### src/rtl/layer_vec_collector.sv
// Serial-to-parallel activation collector: gathers N_IN words from a valid/ready stream
// into one of two ping-pong banks and presents full banks as a parallel vector.
module layer_vec_collector #(
  parameter int N_IN  = 15,
  parameter int WIDTH = 32,
  parameter int CNT_W = 16
) (
  input  logic                  clk,
  input  logic                  rst,
  input  logic [WIDTH-1:0]      in_data,
  input  logic                  in_valid,
  input  logic                  in_last,
  output logic                  in_ready,
  output logic [N_IN*WIDTH-1:0] out_vec,
  output logic                  out_valid,
  input  logic                  out_ready,
  output logic                  frame_err,
  output logic [CNT_W-1:0]      frame_cnt
);

  localparam int IDX_W = (N_IN > 1) ? $clog2(N_IN) : 1;

  logic [WIDTH-1:0] bank_q [2][N_IN];
  logic [1:0]       full_q, full_d;
  logic             wr_bank_q, wr_bank_d;
  logic             rd_bank_q, rd_bank_d;
  logic [IDX_W-1:0] wr_idx_q, wr_idx_d;
  logic [CNT_W-1:0] frame_cnt_q, frame_cnt_d;
  logic             frame_err_q, frame_err_d;

  logic accept_s;
  logic last_slot_s;
  logic complete_s;
  logic early_s;
  logic release_s;

  assign in_ready  = ~full_q[wr_bank_q];
  assign out_valid = full_q[rd_bank_q];
  assign frame_err = frame_err_q;
  assign frame_cnt = frame_cnt_q;

  assign accept_s    = in_valid & ~full_q[wr_bank_q];
  assign last_slot_s = (wr_idx_q == IDX_W'(N_IN - 1));
  assign complete_s  = accept_s & last_slot_s;
  assign early_s     = accept_s & in_last & ~last_slot_s;
  assign release_s   = full_q[rd_bank_q] & out_ready;

  for (genvar k = 0; k < N_IN; k++) begin : g_out
    assign out_vec[k*WIDTH +: WIDTH] = bank_q[rd_bank_q][k];
  end

  // Next-state for bank bookkeeping; release and completion always hit different banks
  always_comb begin
    full_d      = full_q;
    wr_bank_d   = wr_bank_q;
    rd_bank_d   = rd_bank_q;
    wr_idx_d    = wr_idx_q;
    frame_cnt_d = frame_cnt_q;
    frame_err_d = 1'b0;

    if (release_s) begin
      full_d[rd_bank_q] = 1'b0;
      rd_bank_d         = ~rd_bank_q;
      frame_cnt_d       = frame_cnt_q + CNT_W'(1);
    end else begin
      rd_bank_d = rd_bank_q;
    end

    if (complete_s) begin
      full_d[wr_bank_q] = 1'b1;
      wr_bank_d         = ~wr_bank_q;
      wr_idx_d          = '0;
      frame_err_d       = ~in_last;
    end else if (early_s) begin
      wr_idx_d    = '0;
      frame_err_d = 1'b1;
    end else if (accept_s) begin
      wr_idx_d = wr_idx_q + IDX_W'(1);
    end else begin
      wr_idx_d = wr_idx_q;
    end
  end

  // Control registers
  always_ff @(posedge clk) begin
    if (rst) begin
      full_q      <= 2'b00;
      wr_bank_q   <= 1'b0;
      rd_bank_q   <= 1'b0;
      wr_idx_q    <= '0;
      frame_cnt_q <= '0;
      frame_err_q <= 1'b0;
    end else begin
      full_q      <= full_d;
      wr_bank_q   <= wr_bank_d;
      rd_bank_q   <= rd_bank_d;
      wr_idx_q    <= wr_idx_d;
      frame_cnt_q <= frame_cnt_d;
      frame_err_q <= frame_err_d;
    end
  end

  // Word storage; an early-last word is still written, the frame is simply never committed
  always_ff @(posedge clk) begin
    if (rst) begin
      for (int b = 0; b < 2; b++) begin
        for (int k = 0; k < N_IN; k++) begin
          bank_q[b][k] <= '0;
        end
      end
    end else begin
      for (int k = 0; k < N_IN; k++) begin
        if (accept_s && (wr_idx_q == IDX_W'(k))) begin
          bank_q[wr_bank_q][k] <= in_data;
        end
      end
    end
  end

endmodule

### config.mk
export PLATFORM = sky130hd
export DESIGN_NAME = layer_vec_collector
export DESIGN_NICKNAME = d
export VERILOG_FILES = /design/src/rtl/layer_vec_collector.sv
export SDC_FILE = /design/constraint.sdc
export NUM_CORES = 1
export LEC_CHECK = 0
export ABC_CLOCK_PERIOD_IN_PS = 4600
export CORE_UTILIZATION = 55
export CTS_BUF_LIST = sky130_fd_sc_hd__clkbuf_8
export DETAILED_ROUTE_END_ITERATION = 8
export DONT_BUFFER_PORTS = 1
export PLACE_DENSITY = 0.72
export SYNTH_ARGS = -nofsm -noshare
export SYNTH_HDL_FRONTEND = slang
export SYNTH_SLANG_ARGS = --single-unit
### constraint.sdc
create_clock -name clk -period 4.6 [get_ports clk]
set_clock_uncertainty 0.05 [all_clocks]
set_input_delay 0.46 -clock clk [delete_from_list [all_inputs] [get_ports clk]]
set_output_delay 0.46 -clock clk [all_outputs]
set_load 0.01 [all_outputs]
==> impl_metrics.ini, run 1 <==
[status]
run_status = complete, no violations

[clocking]
cts_tree = yes
worst_skew_pair.late_latency_ns = 0.78
cts_htree_levels = 4
post_cts_buffers = 0
cts_sinks = 986
cts.path.max_buffers = 3
clkTransAtPathRegs_ns = 0.06
cts_made_buffers = 152
cts-root-buf = clkbuf_8

[critical_path]
crit_arrival_ns = 4.06
cp-end-kind = register
r2r_start = wr_bank_q
cp_max_fo = 17
r2r_cells = 5
cp-startpoint = wr_bank_q
required_ns = 5.01
start_kind = register
critPathKind = register to register

[route]
post_drt_wl_per_cell_um = 31.27
vias_per_cell = 6.111
remaining_drc_errors = 0
antenna_left = 0
vias = 21970
wl_mm = 112.4
firstDrtPassIters = 7
drtIter0Drc = 2357

[placed_design]
pre_cts_slack_ns = 1.016
portBuffers = 0
hpwl_mm = 69.93
gp_congestion = 0.8512

[timing]
fmax_ghz = 0.2742
finalSetupViolCount = 0
holdWs_ns = 0.07544
final-hold-violation-count = 0
period_minus_slack_ns = 3.647
fin_tns_setup_ns = 0
fin_crit_sh_pct = 79.29
max_slew_margin_pct = 23.25
rsz0062_at_grt = false
tightest_slew_ns = 1.119
drv_slew = 0
worst_slack_ns = 0.9526

[die]
rows = 98
die_h_um = 270.5
core_area_mm2 = 0.07136
die_area_mm2 = 0.07319
num_io_pins = 536
die_w_um = 270.5
initial_core_util_pct = 55.58

[yosys]
yosys_most_used_dff = edfxtp_1
yosys.area.top_type_share_pct = 72.68
syn_nets = 2482
synth_area_leaders = edfxtp_1 (73%), mux2_2 (14%), and2_1 (4.1%)
syn_area_per_cell_um2 = 16.25
synth_seq_cells = 986
async_reset_ff_share_pct = 0
syn_area_mm2 = 0.03966
yosysUniqueCellTypes = 49
netlist_instances = 2440
synth_edf_count = 960
yosysTopAreaCell = edfxtp_1
yosys_warnings = 0
yosysSeqAreaShare_pct = 74.00

[grt]
grt_overflow = 0
grt_pass1_wl_mm = 157.5
grt_pass1_vias = 21570
grt.total_usage_pct = 30.44
antenna_found_initial = 20
grt_max_degree = 102

[power_and_ir_drop]
cellPowerDensity_mw_per_mm2 = 409.4
power.leakage_nw = 15.73
vdd_drop_max_v = 0.0003090

[worst_hold_path]
min_from = out_ready
hold_path_depth = 4
hold_path_class = input port to register

[job]
drv_cap = 0

[layout]
nets = 2555
drive_gt1_share_pct = 29.08
syn_to_final_growth_pct = 10.98
final timing paths:
kind / slack (ns) / end
hold reg to reg: 0.50 / frame_cnt[15]
setup / recovery: 0.95 / bank_q[0][269]
setup reg to reg: 0.95 / bank_q[0][269]
hold / removal: 0.08 / frame_cnt[9]
worst max-delay path, cell delays in order, from the launching register on:
cell and delay, ns:
dfxtp_1 0.84, mux2i_1 0.26, buf_4 0.27, nand4b_1 0.65, o21bai_4 0.85, buf_4 0.38
state kept, by name, summed over array words and instances, names as in the netlist, named ones only:
name / cells
rd_bank_q: 1
frame_err: 1
wr_bank_q: 1
bank_q: 960
wr_idx_q: 4
frame_cnt: 16
full_q: 2
final cells by class:
cell class | instances | area, um2
clock inverters | 107 | 575.6
repair buffers | 87 | 865.8
inverters | 3 | 11.26
fillers | 5140 | 27350
flip-flops and latches | 986 | 29350
clock buffers | 158 | 2175
multi-input cells | 1283 | 9797
diodes | 21 | 52.55
well taps | 950 | 1189
Yosys cell counts, types with 2 or more instances:
cell,n
a21o_1,4
a21oi_1,12
a41o_1,3
and2_1,257
and3_1,2
and4_1,2
buf_2,57
buf_6,5
clkbuf_1,105
dfxtp_1,26
edfxtp_1,960
ha_1,5
inv_1,3
mux2_2,480
mux2i_1,2
nand2_1,109
nand3_1,8
nand3b_1,3
nand4_1,3
nand4b_1,2
nor2_1,308
nor2_2,2
nor2b_2,2
nor3_1,6
nor3_2,2
nor3b_1,3
nor4_1,2
nor4b_1,3
o21ai_0,8
o21bai_1,16
or2_2,7
or3_1,8
xnor2_1,8
xor2_1,2
stage by stage:
step,total power [mW],instances,cell area (um2),util (%)
after floorplan,11.01,2440,39660,-
after global placement,11.29,3268,40790,57.16
after detailed placement,11.32,3268,40790,57.16
after CTS,18.07,3574,43960,61.61
after global routing,18.48,3578,43970,61.62
final,18.02,3595,44020,61.68
layer usage:
layer | share of wire, % | vias to the layer above | wire [um] | track usage [%]
li1 | - | 9098 | - | -
met1 | 39 | 11270 | 43480 | 40.95
met2 | 46 | 1408 | 51680 | 45.75
met3 | 12 | 190 | 13980 | 11.07
met4 | 2.9 | 2 | 3270 | 10.85
met5 | 0.0036 | - | 4 | 0
what timing repair did:
item / CTS / global route
gates resized for setup: 0 / 0
hold endpoints to repair: 565 / 0
endpoints found under the setup margin: 0 / 0
hold buffers: 41 / 0
cell usage in the layout (no fill, tap or decap), drive strengths merged, types with 4 or more instances in the layout:
cell type    synthesis  routed
nor3                 9       9
buf                 63      47
nand2              110     110
dfxtp               26      26
o21ai                8       8
clkinvlp             0       6
bufinv               0       4
and2               257     257
a21o                 4       4
ha                   5       5
nor2               310     310
inv                  3      54
mux2               480     480
or3                  8       8
clkbuf             105     158
xnor2                8       8
dlygate4sd3          0      40
nand3                8       8
nor3b                4       4
a21oi               12      12
diode                0      21
nand4b               4       4
o21bai              16      16
edfxtp             960     960
clkinv               0      46
or2                  7       7
kinds of logic (layout without fill, tap and decap cells):
kind of cell | count (synthesis) | after routing | share of synthesized area (%)
xor gates and xnor gates | 10 | 10 | 0.2208
buffers and inverters | 171 | 355 | 1.902
adders and majority gates | 5 | 5 | 0.1577
muxes | 482 | 482 | 13.68
AOI/OAI and AO/OA | 49 | 49 | 0.8329
DFF | 986 | 986 | 74.00
and+or+nand+nor | 737 | 737 | 9.212
other | 0 | 21 | 0
power breakdown:
part | switching, mW | total (mW) | internal, mW
Clock | 3.37 | 6.77 | 3.41
Sequential | 0.106 | 10.4 | 10.3
Combinational | 0.668 | 0.869 | 0.201
Total | 4.14 | 18.0 | 13.9
Note: power is estimated with default switching activity, not from simulation.
==> run 2: changes to the inputs <==
- ABC_CLOCK_PERIOD_IN_PS: 4600 -> 3400
- clock period: 4.6 -> 3.4 ns (I/O delays scaled with it)
==> impl_metrics.ini, run 2 (synthesized netlist as in run 1, its figures left out) <==
[route]
post_drt_wl_per_cell_um = 30.59
vias = 22050
drtIter0Drc = 2172
wl_mm = 111.2
firstDrtPassIters = 6
remaining_drc_errors = 0
antenna_left = 0
vias_per_cell = 6.067

[grt]
antenna_found_initial = 19
grt_overflow = 0
grt_max_degree = 67
grt.total_usage_pct = 30.20
grt_pass1_vias = 21570
grt_pass1_wl_mm = 157.1

[timing]
period_minus_slack_ns = 2.956
fmax_ghz = 0.3383
fin_tns_setup_ns = 0
drv_slew = 0
final-hold-violation-count = 0
max_slew_margin_pct = 27.89
fin_crit_sh_pct = 86.95
finalSetupViolCount = 0
rsz0062_at_grt = false
tightest_slew_ns = 1.052

[layout]
nets = 2583
layout_common_cells = edfxtp_1 (960), mux2_2 (480), nor2_1 (308), and2_1 (257), clkbuf_8 (158)
layout.cells.non_filler = 3635
syn_to_final_growth_pct = 11.72
drive_gt1_share_pct = 29.52
final_common_cell = edfxtp_1
largest_reg_flops = 960
top_register = bank_q

[clocking]
cts_htree_levels = 4
cts.path.max_buffers = 3
cts_resized = 0
cts_sinks = 986
cts_tree = yes
hold_buffers = 39
cts-root-buf = clkbuf_8
cts_made_buffers = 156
worst_skew_pair.late_latency_ns = 0.77
post_cts_buffers = 0
clkTransAtPathRegs_ns = 0.07

[power_and_ir_drop]
p_sw_mw = 5.669
intPower_mw = 18.91
cellPowerDensity_mw_per_mm2 = 554.7
vdd_drop_max_v = 0.0005348
swShare_pct = 23.06
power.leakage_nw = 15.91
power_frac_seq_pct = 57.1
power_frac_clock_pct = 38.0
p_comb_share_pct = 4.8

[critical_path]
critical-path-max-stage-delay_ns = 0.85
reg2reg_slack_ns = 0.45
cp-end-kind = primary output
cp.depth = 2
r2r_end = bank_q[0][116]
worstPathCellList = buf_12, mux2_2
crit_arrival_ns = 2.57
cp_max_fo = 66
crit_path_end = out_vec[241]
cp_top_family = flip-flops
r2r_start = wr_bank_q
critPathKind = register to primary output
slowest_stage = dfxtp_4
required_ns = 3.01
r2r_cells = 6
start_kind = register
path_buf_inv = 1

[job]
drv_cap = 0

[placed_design]
hpwl_mm = 70.20
portBuffers = 0
gp_congestion = 0.8969
dp_cells = 3294

[die]
die_h_um = 270.5
num_io_pins = 536
rows = 98
die_area_mm2 = 0.07319
initial_core_util_pct = 55.58
core_area_mm2 = 0.07136
die_w_um = 270.5

[status]
run_status = complete, no violations

[worst_hold_path]
hold_path_class = input port to register
[run 2: area by class of cell]
cell class / count / area [um2]
timing repair buffer: 111 / 1054
inverter: 3 / 11.26
multi-input combinational: 1283 / 9797
clock buffer: 158 / 2175
fill: 5159 / 27050
sequential: 986 / 29350
antenna: 19 / 47.55
clock inverter: 125 / 686.9
tap: 950 / 1189
[run 2: worst register-to-register path: stages, from the launching register on]
cell      delay, ns
dfxtp_1        0.37
mux2i_1        0.46
buf_4          0.26
nand4b_1       0.56
a31o_4         0.62
buf_4          0.34
nor2_1         0.16
[run 2: stage by stage]
step                hold WS (ns)  utilization (%)  setup WS [ns]  cell area (um2)  total power [mW]
finish                   0.07457            62.09         0.4437            44310             24.58
global route             0.03122            62.03         0.3745            44270             25.24
CTS                     0.006855            62.03         0.3930            44260             24.66
detailed placement        0.3825            57.45         0.5230            41000             15.33
global placement          0.3855            57.45         0.6636            41000             15.28
floorplan                 0.4500                -       -0.04147            39660             14.89
[run 2: how the worst min path moves through the flow]
stage,startpoint,slack (ns),depth (start not counted),to
2_1_floorplan,out_ready,0.45,2,frame_cnt[1]
3_3_place_gp,rst,0.39,1,wr_idx_q[0]
5_1_grt,rst,0.03,1,bank_q[0][144]
6_report,rst,0.07,1,bank_q[0][273]
4_1_cts,rst,0.007,1,bank_q[0][270]
3_5_place_dp,rst,0.38,1,wr_idx_q[3]
[run 2: per-layer routing]
layer  up-vias  share of wire [%]  GRT usage, %
li1       9166                  -             -
met1     11270                 39         40.88
met2      1395                 47         46.45
met3       213                 12         10.16
met4        12                2.6         9.188
met5         -              0.067             0
[run 2: power by group through the flow]
stage               Combinational [mW]  Sequential, mW  Clock (mW)
global route                      1.23            14.1        9.93
CTS                               1.19            14.0        9.43
global placement                  1.02            14.3           0
finish                            1.19            14.0        9.35
detailed placement                1.04            14.3           0
floorplan                        0.661            14.2           0
